`src/rtl/uart_pkg.sv`:
```
// Constants and types shared by the UART receiver, transmitter and receive FIFO.
package uart_pkg;

  localparam int DATA_W = 8;

  typedef enum logic [1:0] {
    RX_IDLE  = 2'd0,
    RX_START = 2'd1,
    RX_DATA  = 2'd2,
    RX_STOP  = 2'd3
  } state_t;

endpackage

```
`src/rtl/uart_fifo_mem.sv`:
```
// DEPTH x DATA_W register array: one synchronous write port, one asynchronous read port.
module uart_fifo_mem #(
  parameter int DATA_W = 8,
  parameter int DEPTH  = 8,
  parameter int AW     = $clog2(DEPTH)
) (
  input  logic              clk,
  input  logic              we,
  input  logic [AW-1:0]     waddr,
  input  logic [DATA_W-1:0] wdata,
  input  logic [AW-1:0]     raddr,
  output logic [DATA_W-1:0] rdata
);

  logic [DATA_W-1:0] mem [DEPTH];

  // Contents are never reset; validity is tracked by the occupancy count outside.
  always_ff @(posedge clk) begin
    if (we) begin
      mem[waddr] <= wdata;
    end
  end

  assign rdata = mem[raddr];

endmodule

```
`src/rtl/uart_rx_fifo.sv`:
```
// First-word-fall-through receive buffer behind the UART receiver, with a sticky
// overflow flag for bytes dropped while full.
module uart_rx_fifo
  import uart_pkg::*;
#(
  parameter  int DATA_W = uart_pkg::DATA_W,
  parameter  int DEPTH  = 8,
  localparam int CNT_W  = $clog2(DEPTH) + 1
) (
  input  logic              clk,
  input  logic              rst,
  input  logic              ena,
  input  logic [DATA_W-1:0] in_data,
  input  logic              in_valid,
  output logic [DATA_W-1:0] out_data,
  output logic              out_valid,
  input  logic              out_ready,
  output logic [CNT_W-1:0]  count,
  output logic              full,
  output logic              overflow,
  input  logic              clr_overflow
);

  localparam int PTR_W = $clog2(DEPTH);

  logic [PTR_W-1:0]  wr_ptr;
  logic [PTR_W-1:0]  rd_ptr;
  logic [DATA_W-1:0] mem_rdata;
  logic              push;
  logic              pop;
  logic              drop;

  // Handshake: the head byte transfers on a cycle where ena & out_valid & out_ready;
  // in_valid is a strobe with no back-pressure, so a byte offered while full is lost
  // unless a pop frees its slot in that same cycle.
  assign full      = (count == CNT_W'(DEPTH));
  assign out_valid = (count != '0);
  assign pop       = ena & out_valid & out_ready;
  assign push      = ena & in_valid & (~full | pop);
  assign drop      = ena & in_valid & full & ~pop;
  assign out_data  = out_valid ? mem_rdata : '0;

  uart_fifo_mem #(
    .DATA_W(DATA_W),
    .DEPTH (DEPTH),
    .AW    (PTR_W)
  ) u_mem (
    .clk  (clk),
    .we   (push),
    .waddr(wr_ptr),
    .wdata(in_data),
    .raddr(rd_ptr),
    .rdata(mem_rdata)
  );

  always_ff @(posedge clk) begin
    if (rst) begin
      wr_ptr   <= '0;
      rd_ptr   <= '0;
      count    <= '0;
      overflow <= 1'b0;
    end else begin
      if (push) wr_ptr <= wr_ptr + 1'b1;
      if (pop)  rd_ptr <= rd_ptr + 1'b1;
      case ({push, pop})
        2'b10:   count <= count + 1'b1;
        2'b01:   count <= count - 1'b1;
        default: count <= count;
      endcase
      // A drop in the same cycle as a clear wins, so no lost byte goes unreported.
      if (drop)              overflow <= 1'b1;
      else if (clr_overflow) overflow <= 1'b0;
    end
  end

endmodule

```
`config.mk`:
```
export PLATFORM = sky130hd
export DESIGN_NAME = uart_rx_fifo
export DESIGN_NICKNAME = d
export VERILOG_FILES = /design/src/rtl/uart_pkg.sv /design/src/rtl/uart_fifo_mem.sv /design/src/rtl/uart_rx_fifo.sv
export SDC_FILE = /design/constraint.sdc
export NUM_CORES = 1
export LEC_CHECK = 0
export BUFFER_PORTS_ARGS = -buffer_cell sky130_fd_sc_hd__buf_2
export CAP_MARGIN = 20
export CORE_ASPECT_RATIO = 1.25
export CORE_UTILIZATION = 40
export DETAILED_ROUTE_END_ITERATION = 16
export PLACE_DENSITY = 0.57
export SETUP_SLACK_MARGIN = 0.1
export SYNTH_ARGS = -nofsm -noshare
export SYNTH_HDL_FRONTEND = slang
export SYNTH_HIERARCHICAL = 1
export SYNTH_SLANG_ARGS = --single-unit
```
`constraint.sdc`:
```
create_clock -name clk -period 2.3 [get_ports clk]
set_input_delay 0.23 -clock clk [delete_from_list [all_inputs] [get_ports clk]]
set_output_delay 0.23 -clock clk [all_outputs]
set_load 0.02 [all_outputs]
```
Yosys cells after proc, flatten, opt, wreduce, memory -nomap -nowiden. Memories as Yosys holds them, arrays and structs flattened. A register that Yosys moved wholly into a read port is not among the register bits. Index checks and enable logic that the tools add are counted.

Word-level logic and storage cells: 32. Input bits: 14. Memories kept: 1. Memory bits (writable): 64. Output and inout bits: 15. Register bits: 11.

Memory list: u_mem.mem (words 8, bits a word 8, read ports 1, clocked after memory_dff 1, wr ports 1, RTL line uart_fifo_mem.sv:15) `logic [DATA_W-1:0] mem [DEPTH];`.

Bitwise operators: 9. Add/sub/neg operators: 4. Multiplexer cells: 8. Equal/unequal tests: 3. Reduce and logical (&&, ||, !) cells: 3.

Operators with widths (count): 8-bit two-way mux (1); 4-bit case mux with 2 select lines (1); 3-bit by 1-bit adder with 3-bit output (second input constant) (2); 1-bit bitwise AND (6); 3-bit two-way mux (2); 4-bit by 1-bit adder with 4-bit output (second input constant) (1); 4-bit == test (second input constant) (1); 1-bit two-way mux (4); 2-bit nonzero test (2); 4-bit nonzero test (1); 4-bit by 1-bit subtractor with 4-bit output (second input constant) (1); 2-bit by 1-bit == test with 1-bit output (second input constant) (1); 2-bit == test (second input constant) (1); 1-bit NOT (2); 1-bit bitwise OR (1).

Longest topological paths before layout. Gate-level depths: netlist of the first run.

Depth after elaboration: 7. Gate-level depth with buffers: 9. Mapped depth without buffers: 9.

Modules after synthesis. The synthesis of the first run kept the hierarchy.

By module, submodules not included: uart_fifo_mem (cells each 106, seq. area each 1921.8 sq um, area each 2531.2 sq um, instances 1); uart_rx_fifo (cells each 71, seq. area each 220.2 sq um, area each 640.6 sq um, instances 1).

Worst setup path before layout of the first run. Ideal clock, no wire load.

Path kind: reg-to-reg. Start: register count[3]. End: register count[3]. Clock period less this slack: 2555 ps. Setup slack: -255 ps. Stages on the path, launching flop included: 9. Arrival: 2485 ps. Setup time: 70 ps. Path buffers: 0. Path through: dfxtp_1 > or4b_4 > o21bai_4 > ha_1 > ha_1 > a21oi_1 > a21oi_1 > or4_1 > a21oi_1.

Cells in the longest elaborated chain, start to end: 7. Elaborated cells on any way between the ends: 13. Those cells by class: add/sub: 2; eq/ne: 3; mux: 1; bitwise: 5; reduce/logical: 2.

RTL lines: start, declared (RTL line uart_rx_fifo.sv:18) `output logic [CNT_W-1:0] count,`; start signal, assigned (RTL line uart_rx_fifo.sv:66) `2'b10: count <= count + 1'b1;`; start signal, assigned (RTL line uart_rx_fifo.sv:67) `2'b01: count <= count - 1'b1;`; start signal, assigned (RTL line uart_rx_fifo.sv:68) `default: count <= count;`; 4-bit nonzero test (RTL line uart_rx_fifo.sv:37) `assign out_valid = (count != '0);`; 1-bit bitwise AND (2 in a row) (RTL line uart_rx_fifo.sv:38) `assign pop = ena & out_valid & out_ready;`; 1-bit bitwise OR (RTL line uart_rx_fifo.sv:39) `assign push = ena & in_valid & (~full | pop);`; 1-bit bitwise AND (RTL line uart_rx_fifo.sv:39); 2-bit by 1-bit == test with 1-bit output or 2-bit == test (tied branches) (RTL line uart_rx_fifo.sv:65) `case ({push, pop})`; 4-bit case mux with 2 select lines or 2-bit nonzero test (tied branches).

Several ways; a longest one is shown, not always the timed one. A chain may end at the register's enable or synchronous reset.

Final worst setup path of the first run.
Start: register count[2]. End: register count[3].

Same word-level chain as after synthesis.

==> flow_metrics.tcl, run 1 <==
set metrics [dict create \
    maxClockFrequency_mhz 435 \
    rsz0062_at_grt "true" \
    post_synth_num_cell_types 32 \
    relative_slew_margins_pct 50.5 \
    synth-seq-area-share_pct 67.5 \
    post-dp-hpwl_um 3830 \
    fin_crit_ns 2.30 \
    detail_route.wl_per_cell_um 19.1 \
    status "finished clean" \
    crit_chain "or4b_4, o21bai_4, ha_4, ha_4, a21oi_2, a21oi_1, or4_1, a21oi_1" \
    clock-sinks 75 \
    cpMaxStageDelayCell "sky130_fd_sc_hd__or4b_4" \
    timing.reg2reg.worst_path_depth 8 \
    seq_power_share_pct 51.5 \
    syn_to_final_growth_pct 23.4 \
    io-pin-count 29 \
    die_y_um 102 \
    max-cap-violations 0 \
    clk_latency_ns 0.33 \
    cts_tree "yes" \
    ir_drop_mv 0.389 \
    finClkSkew_ns 0.00658 \
    timing.critical_path.from_type "flop" \
    grt_usage_pct 17.1 \
    layout-drive-gt1-share_pct 49.8 \
    timing.rr.start "count[2]" \
    preCtsSetupSlack_ns -0.0173 \
    worstSetupEndpoint "count[3]" \
    numCtsBuffers 9 \
    setup.worst_path.class "flop to flop" \
    final-max-slew-violation-count 0 \
    ys.warnings.count 6 \
    min_path_type "input pin to flop" \
    cpLargestDelayFamily "simple AND/OR/NAND/NOR gates" \
    remaining_drc_errors 0 \
    share_clk_of_total_power_pct 31.9 \
    required_ns 2.56 \
    die_area_sq_mm 0.00829 \
    synth_seq_cells 75 \
    finalSetupViolCount 0 \
    first_pass_grt_wire_length_um 9810 \
    grt_max_degree 17 \
    syn_nets 197 \
    globalplace.congestion 0.759 \
    layoutNonFillerInstCount 331 \
    core_area_sq_mm 0.00753 \
    cp_slowest_stage_delay_ns 0.55 \
    grt_total_ovfl 0 \
    critical_path.n_buffers_inverters 0 \
    totalWireLength_um 6310 \
    fin_ws_ns 0.00366 \
    number_of_antenna_violations_at_the_first_check_in_global_routing 0 \
    drt_first_pass_iters 5 \
    first_iter_violations 112 \
    post_synth_inst_count 177 \
    antenna-diode-count 0 \
    clk_path_buf_depth 2 \
    num-fill-cells 623 \
    switching_share_of_power_pct 23.7 \
    antenna_left 0 \
    cp_max_fo 3 \
    worstSetupEndpointType "flop" \
    p_per_area_mw_per_mm2 751 \
    routed_via_density 5.17 \
    design.final.nets 254 \
    dieWidth_um 81.6 \
    worstPathArrival_ns 2.56 \
    critical_path_cell_count 8 \
    leakagePower_nw 1.37 \
    routed-via-count 1712 \
    period_share_pct 99.8 \
    cts.reportedPaths.clkPinSlew_ns 0.07 \
    power.combinational.fraction_pct 16.5 \
    row_count 35 \
    hold_viol_final 0 \
    syn-mean-instance-area_sq_um 17.9 \
    dpl.cell_count 309 \
    htreeDepth 3 \
    r2r_setup_slack_ns 0.004 \
    clock_tree_root_driver_cell "sky130_fd_sc_hd__clkbuf_8" \
    r2r_end "count[3]" \
    tightestPinTransition_ns 0.741 \
    netSwitchingPower_w 0.000697 \
    postLayoutCoreUtil_pct 52.0 \
    cell_internal_pwr_w 0.00224 \
    portBuffers 28 \
    area_of_the_mapped_netlist_sq_mm 0.00317 \
    startpoint "count[2]" \
    initial_utilization_pct 42.1 \
    number_of_global_route_vias_before_repair 1807 \
]
## worst min-delay path by stage
stage / from / end / depth (start not counted)
floorplan: rst / count[3] / 1
global placement: in_data[5] / u_mem/mem[2][5] / 1
detailed placement: in_data[5] / u_mem/mem[0][5] / 1
CTS: in_data[5] / u_mem/mem[0][5] / 1
global route: in_data[5] / u_mem/mem[0][5] / 1
finish: in_data[5] / u_mem/mem[5][5] / 1
## timing repair
action                                  in CTS  in global routing
gates cloned                                 1                  1
gates resized for setup                     27                 36
buffers inserted                             3                  1
hold buffers                                 0                  0
pin swaps                                    6                  7
endpoints found under the setup margin      11                 11
## power by group through the flow
stage	clock network (W)	registers, W	logic (W)
2_1_floorplan	0	0.00155	0.000210
3_3_place_gp	0	0.00154	0.000338
3_5_place_dp	0	0.00154	0.000353
4_1_cts	0.000966	0.00151	0.000406
5_1_grt	0.00103	0.00152	0.000525
6_report	0.000940	0.00152	0.000487
## worst register-to-register path, cell delays in order, from the launching register on
cell and delay [ns]:
sky130_fd_sc_hd__dfxtp_2 0.32, sky130_fd_sc_hd__or4b_4 0.55, sky130_fd_sc_hd__o21bai_4 0.16, sky130_fd_sc_hd__ha_4 0.18, sky130_fd_sc_hd__ha_4 0.22, sky130_fd_sc_hd__a21oi_2 0.16, sky130_fd_sc_hd__a21oi_1 0.10, sky130_fd_sc_hd__or4_1 0.40
sky130_fd_sc_hd__a21oi_1 0.14
## per-layer routing
layer / global-route usage (%) / up-vias / routed length (um) / part of all wire, %
met3: 4.14 / 8 / 282 / 4.5
met5: 0 / - / 0 / 0
met2: 29.9 / 46 / 3340 / 53
li1: - / 791 / - / -
met4: 5.26 / 0 / 70 / 1.1
met1: 20.6 / 867 / 2620 / 41
## logic make-up after synthesis
logic type / after synthesis / share of synthesized area, %
and+or+nand+nor: 42 / 6.86
buffers and inverters: 13 / 2.33
muxes: 26 / 16.6
AOI/OAI and AO/OA: 9 / 2.41
DFF: 75 / 67.5
adders and majority gates: 6 / 2.60
xor gates and xnor gates: 6 / 1.66
## synthesized netlist by cell type
cell / instances / area share, %
sky130_fd_sc_hd__xnor2_1: 2 / 0.55
sky130_fd_sc_hd__nor2_1: 19 / 2.2
sky130_fd_sc_hd__and2_1: 8 / 1.6
sky130_fd_sc_hd__nor3b_1: 1 / 0.24
sky130_fd_sc_hd__o21bai_4: 1 / 0.59
sky130_fd_sc_hd__o32a_1: 1 / 0.32
sky130_fd_sc_hd__nor4_2: 1 / 0.39
sky130_fd_sc_hd__buf_6: 1 / 0.36
sky130_fd_sc_hd__mux2_2: 8 / 2.8
sky130_fd_sc_hd__ha_1: 5 / 2.0
sky130_fd_sc_hd__nand2_1: 4 / 0.47
sky130_fd_sc_hd__a21oi_1: 5 / 0.79
sky130_fd_sc_hd__xor2_1: 4 / 1.1
sky130_fd_sc_hd__mux4_1: 15 / 12
sky130_fd_sc_hd__nand2b_1: 3 / 0.59
sky130_fd_sc_hd__mux4_2: 1 / 0.71
sky130_fd_sc_hd__or4b_4: 1 / 0.43
sky130_fd_sc_hd__o31ai_1: 1 / 0.24
sky130_fd_sc_hd__clkbuf_1: 2 / 0.24
sky130_fd_sc_hd__inv_1: 7 / 0.83
sky130_fd_sc_hd__and3_1: 1 / 0.20
sky130_fd_sc_hd__buf_12: 1 / 0.63
sky130_fd_sc_hd__buf_2: 1 / 0.16
sky130_fd_sc_hd__nor3_1: 2 / 0.32
sky130_fd_sc_hd__mux2i_1: 2 / 0.63
sky130_fd_sc_hd__o2111ai_2: 1 / 0.47
sky130_fd_sc_hd__nand3_1: 1 / 0.16
sky130_fd_sc_hd__or4_1: 1 / 0.24
sky130_fd_sc_hd__fa_1: 1 / 0.63
sky130_fd_sc_hd__dfxtp_1: 11 / 6.9
sky130_fd_sc_hd__edfxtp_1: 64 / 61
sky130_fd_sc_hd__buf_1: 1 / 0.12
## registers in the layout (all words and copies together), names as in the netlist
register and count:
u_mem/mem 64, count 4, rd_ptr 3, wr_ptr 3, overflow 1
## cells in the final DEF (no fill, tap or decap), drive strengths merged, types with 5 or more instances in the layout
cell type / netlist / routed
dfxtp: 11 / 11
mux4: 16 / 16
clkbuf: 2 / 10
ha: 5 / 5
and2: 8 / 8
a21oi: 5 / 5
buf: 4 / 51
nor2: 19 / 19
mux2: 8 / 8
edfxtp: 64 / 64
inv: 7 / 6
## stage by stage
stage | hold WS [ns] | instance area, sq um | total power, W | setup TNS, ns
CTS | 0.143 | 3790 | 0.00289 | 0
finish | 0.153 | 3920 | 0.00294 | 0
global route | 0.156 | 3920 | 0.00307 | -0.0855
floorplan | 0.292 | 3210 | 0.00176 | -0.0691
detailed placement | 0.500 | 3570 | 0.00190 | -0.0173
global placement | 0.479 | 3570 | 0.00188 | 0
## area by class of cell
type	instances	area [sq um]	area share [%]
flip-flops and latches	75	2150	55.0
multi-input cells	89	1020	26.1
repair buffers	51	399	10.2
clock buffers	10	128	3.26
well taps	92	115	2.94
clock inverters	6	56.3	1.44
inverters	7	32.5	0.831
repair inverters	1	7.51	0.192
Note: power is estimated with default switching activity, not from simulation.
==> inputs of run 2 (changes only) <==
--- a/config.mk
+++ b/config.mk
@@ -5,12 +5,13 @@
 export SDC_FILE = /design/constraint.sdc
 export NUM_CORES = 1
 export LEC_CHECK = 0
-export BUFFER_PORTS_ARGS = -buffer_cell sky130_fd_sc_hd__buf_2
+export ABC_AREA = 1
 export CAP_MARGIN = 20
 export CORE_ASPECT_RATIO = 1.25
 export CORE_UTILIZATION = 40
 export DETAILED_ROUTE_END_ITERATION = 16
-export PLACE_DENSITY = 0.57
+export DONT_BUFFER_PORTS = 1
+export PLACE_DENSITY = 0.53
 export SETUP_SLACK_MARGIN = 0.1
 export SYNTH_ARGS = -nofsm -noshare
 export SYNTH_HDL_FRONTEND = slang
==> flow_metrics.tcl, run 2 <==
set metrics [dict create \
    cts_post_setup_buffers_inserted 0 \
    htreeDepth 3 \
    grt_total_ovfl 0 \
    layout-drive-gt1-share_pct 11.2 \
    synthXorXnorAreaFrac_pct 0.488 \
    worstPathArrival_ns 1.78 \
    globalplace.congestion 0.731 \
    most_used_flip_flop_cell_after_synthesis "sky130_fd_sc_hd__edfxtp_1" \
    rsz0062_at_grt "false" \
    post-dp-hpwl_um 4700 \
    max-cap-violations 0 \
    status "finished clean" \
    post_synth_and_or_nand_nor_area_fraction_pct 22.6 \
    required_ns 2.07 \
    routed-via-count 2504 \
    most_used_standard_cells_in_the_synthesized_netlist "sky130_fd_sc_hd__nand2_1 (126), sky130_fd_sc_hd__inv_1 (93), sky130_fd_sc_hd__edfxtp_1 (64), sky130_fd_sc_hd__nand3_1 (35), sky130_fd_sc_hd__nor2_1 (26)" \
    layout.cells.most_common_list "sky130_fd_sc_hd__nand2_1 (126), sky130_fd_sc_hd__inv_1 (93), sky130_fd_sc_hd__edfxtp_1 (64)" \
    synth-compound-area-share_pct 1.95 \
    adder_cell_area_share_of_the_yosys_netlist_pct 2.30 \
    portBuffers 0 \
    period_share_pct 87.6 \
    cts.reportedPaths.clkPinSlew_ns 0.07 \
    cts_tree "yes" \
    largestRegisters "u_mem/mem x64, count x4" \
    die_y_um 108 \
    hold_viol_final 0 \
    first_iter_violations 130 \
    leakagePower_nw 1.92 \
    yosys.cell_count.top_type "sky130_fd_sc_hd__nand2_1" \
    timing.rr.start "count[0]" \
    synth_edf_count 64 \
    drt_first_pass_iters 4 \
    relative_slew_margins_pct 69.6 \
    post-route-cell-area_sq_mm 0.00408 \
    setup.worst_path.class "flop to output pin" \
    clk_latency_ns 0.34 \
    tightestPinTransition_ns 0.455 \
    largest_register_ff_count 64 \
    numCtsBuffers 9 \
    post_synth_num_cell_types 25 \
    maxClockFrequency_mhz 496 \
    ys.warnings.count 6 \
    post_synth_inst_count 399 \
    remaining_drc_errors 0 \
    core_area_sq_mm 0.00870 \
    finClkSkew_ns 0.00551 \
    regMostFlops "u_mem/mem" \
    area_of_the_mapped_netlist_sq_mm 0.00359 \
    synth_top_area_share_pct 53.6 \
    p_per_area_mw_per_mm2 713 \
    worstSetupEndpoint "out_data[1]" \
    dominant_combinational_cell_family_by_area_after_synthesis "simple AND/OR/NAND/NOR gates" \
    ir_drop_mv 0.308 \
    dieWidth_um 86.7 \
    timing.critical_path.from_type "flop" \
    antenna_left 0 \
    r2r_end "count[3]" \
    finalSetupViolCount 0 \
    timing.reg2reg.worst_path_depth 12 \
    antenna-diode-count 0 \
    hold_depth 3 \
    r2r_setup_slack_ns 0.34 \
    synth_area_leaders "sky130_fd_sc_hd__edfxtp_1 (54%), sky130_fd_sc_hd__nand2_1 (13%), sky130_fd_sc_hd__inv_1 (9.7%), sky130_fd_sc_hd__dfxtp_1 (6.1%), sky130_fd_sc_hd__nand3_1 (4.9%)" \
    grt_usage_pct 18.1 \
    post_synth_arst_share_pct 0 \
    final-max-slew-violation-count 0 \
    io-pin-count 29 \
    setup-tns-final_ns 0 \
    totalWireLength_um 7610 \
    startpoint "rd_ptr[1]" \
    cp_max_fo 16 \
    clock-sinks 75 \
    mostFrequentLayoutCell "sky130_fd_sc_hd__nand2_1" \
    worstSetupEndpointType "output pin" \
    syn_to_final_growth_pct 13.7 \
    design.final.nets 453 \
    synth_seq_cells 75 \
    min_path_type "input pin to flop" \
    muxShareOfSynthArea_pct 0 \
    synth-seq-area-share_pct 59.7 \
    grt_max_degree 33 \
    syn_nets 419 \
    number_of_antenna_violations_at_the_first_check_in_global_routing 0 \
    synth_largest_area_cell "sky130_fd_sc_hd__edfxtp_1" \
    syn-mean-instance-area_sq_um 8.99 \
    clock_tree_root_driver_cell "sky130_fd_sc_hd__clkbuf_8" \
    placed_area_sq_mm 0.00382 \
    number_of_global_route_vias_before_repair 2416 \
    initial_utilization_pct 41.2 \
    whs_ns 0.0519 \
    power_w 0.00291 \
    fin_crit_ns 2.01 \
    row_count 38 \
    first_pass_grt_wire_length_um 12200 \
    routed_via_density 4.49 \
    detail_route.wl_per_cell_um 13.6 \
    clk_path_buf_depth 2 \
    die_area_sq_mm 0.00935 \
]
run 2: changes by cell type after synthesis, sizes merged, moves of 7 or more:
cell,previous run,this run
o21ai,0,7
inv,7,96
and2,8,0
nor2,19,27
mux2,8,0
mux4,16,0
nand2,4,129
buf,4,11
nand3,1,36
run 2: through the flow:
step	util [%]	cells	setup slack, ns
2_1_floorplan	-	399	0.243
3_3_place_gp	44.0	533	0.349
3_5_place_dp	44.0	533	0.265
4_1_cts	46.8	558	0.242
5_1_grt	46.9	558	0.144
6_report	46.9	558	0.285
run 2: kinds of logic (layout without fill, tap and decap cells):
kind of cell,after synthesis,after routing
compound gates,14,14
xor+xnor,2,2
fa+ha+maj,6,6
buf+inv,107,146
flops,75,75
simple gates,195,195
run 2: final cells by class:
cell class / count / area [sq um]
fillers: 890 / 4620
flip-flops and latches: 75 / 2140
multi-input cells: 217 / 987
inverters: 96 / 365
repair buffers: 34 / 278
well taps: 120 / 150
clock buffers: 12 / 135
clock inverters: 4 / 17.5
run 2: repair_timing:
item,in CTS,in global routing
hold buffers,9,0
setup endpoints to repair,3,1
resized for setup,1,3
hold endpoints to repair,67,0
run 2: worst min-delay path by stage:
stage                            start   endpoint  slack (ns)
after floorplan                    rst   count[3]        0.30
after global placement             rst   count[3]        0.30
after detailed placement           rst  wr_ptr[2]        0.30
after CTS                 clr_overflow   overflow        0.03
after global routing      clr_overflow   overflow        0.06
final                     clr_overflow   overflow        0.05
run 2: layer usage:
layer / GRT usage [%] / vias up / wire length [um]
met5: 0 / - / 0
met4: 8.21 / 0 / 162
met3: 3.45 / 12 / 324
met2: 32.0 / 50 / 3870
met1: 20.9 / 1155 / 3250
li1: - / 1287 / -
run 2: critical path, cell delays in order, from the launching register on:
cell and delay [ns]:
sky130_fd_sc_hd__dfxtp_1 0.56, sky130_fd_sc_hd__inv_2 0.26, sky130_fd_sc_hd__nand3_1 0.15, sky130_fd_sc_hd__nand2_1 0.06, sky130_fd_sc_hd__nand2_1 0.06, sky130_fd_sc_hd__nand2_1 0.06, sky130_fd_sc_hd__inv_1 0.07, sky130_fd_sc_hd__nor2_1 0.05
sky130_fd_sc_hd__buf_4 0.17
run 2: report_power, final:
group	leakage, nW	internal (W)	switching [W]
Sequential	0.669	0.00151	0.0000307
Combinational	1.17	0.000195	0.000352
Clock	0.0792	0.000382	0.000444
Total	1.92	0.00208	0.000826
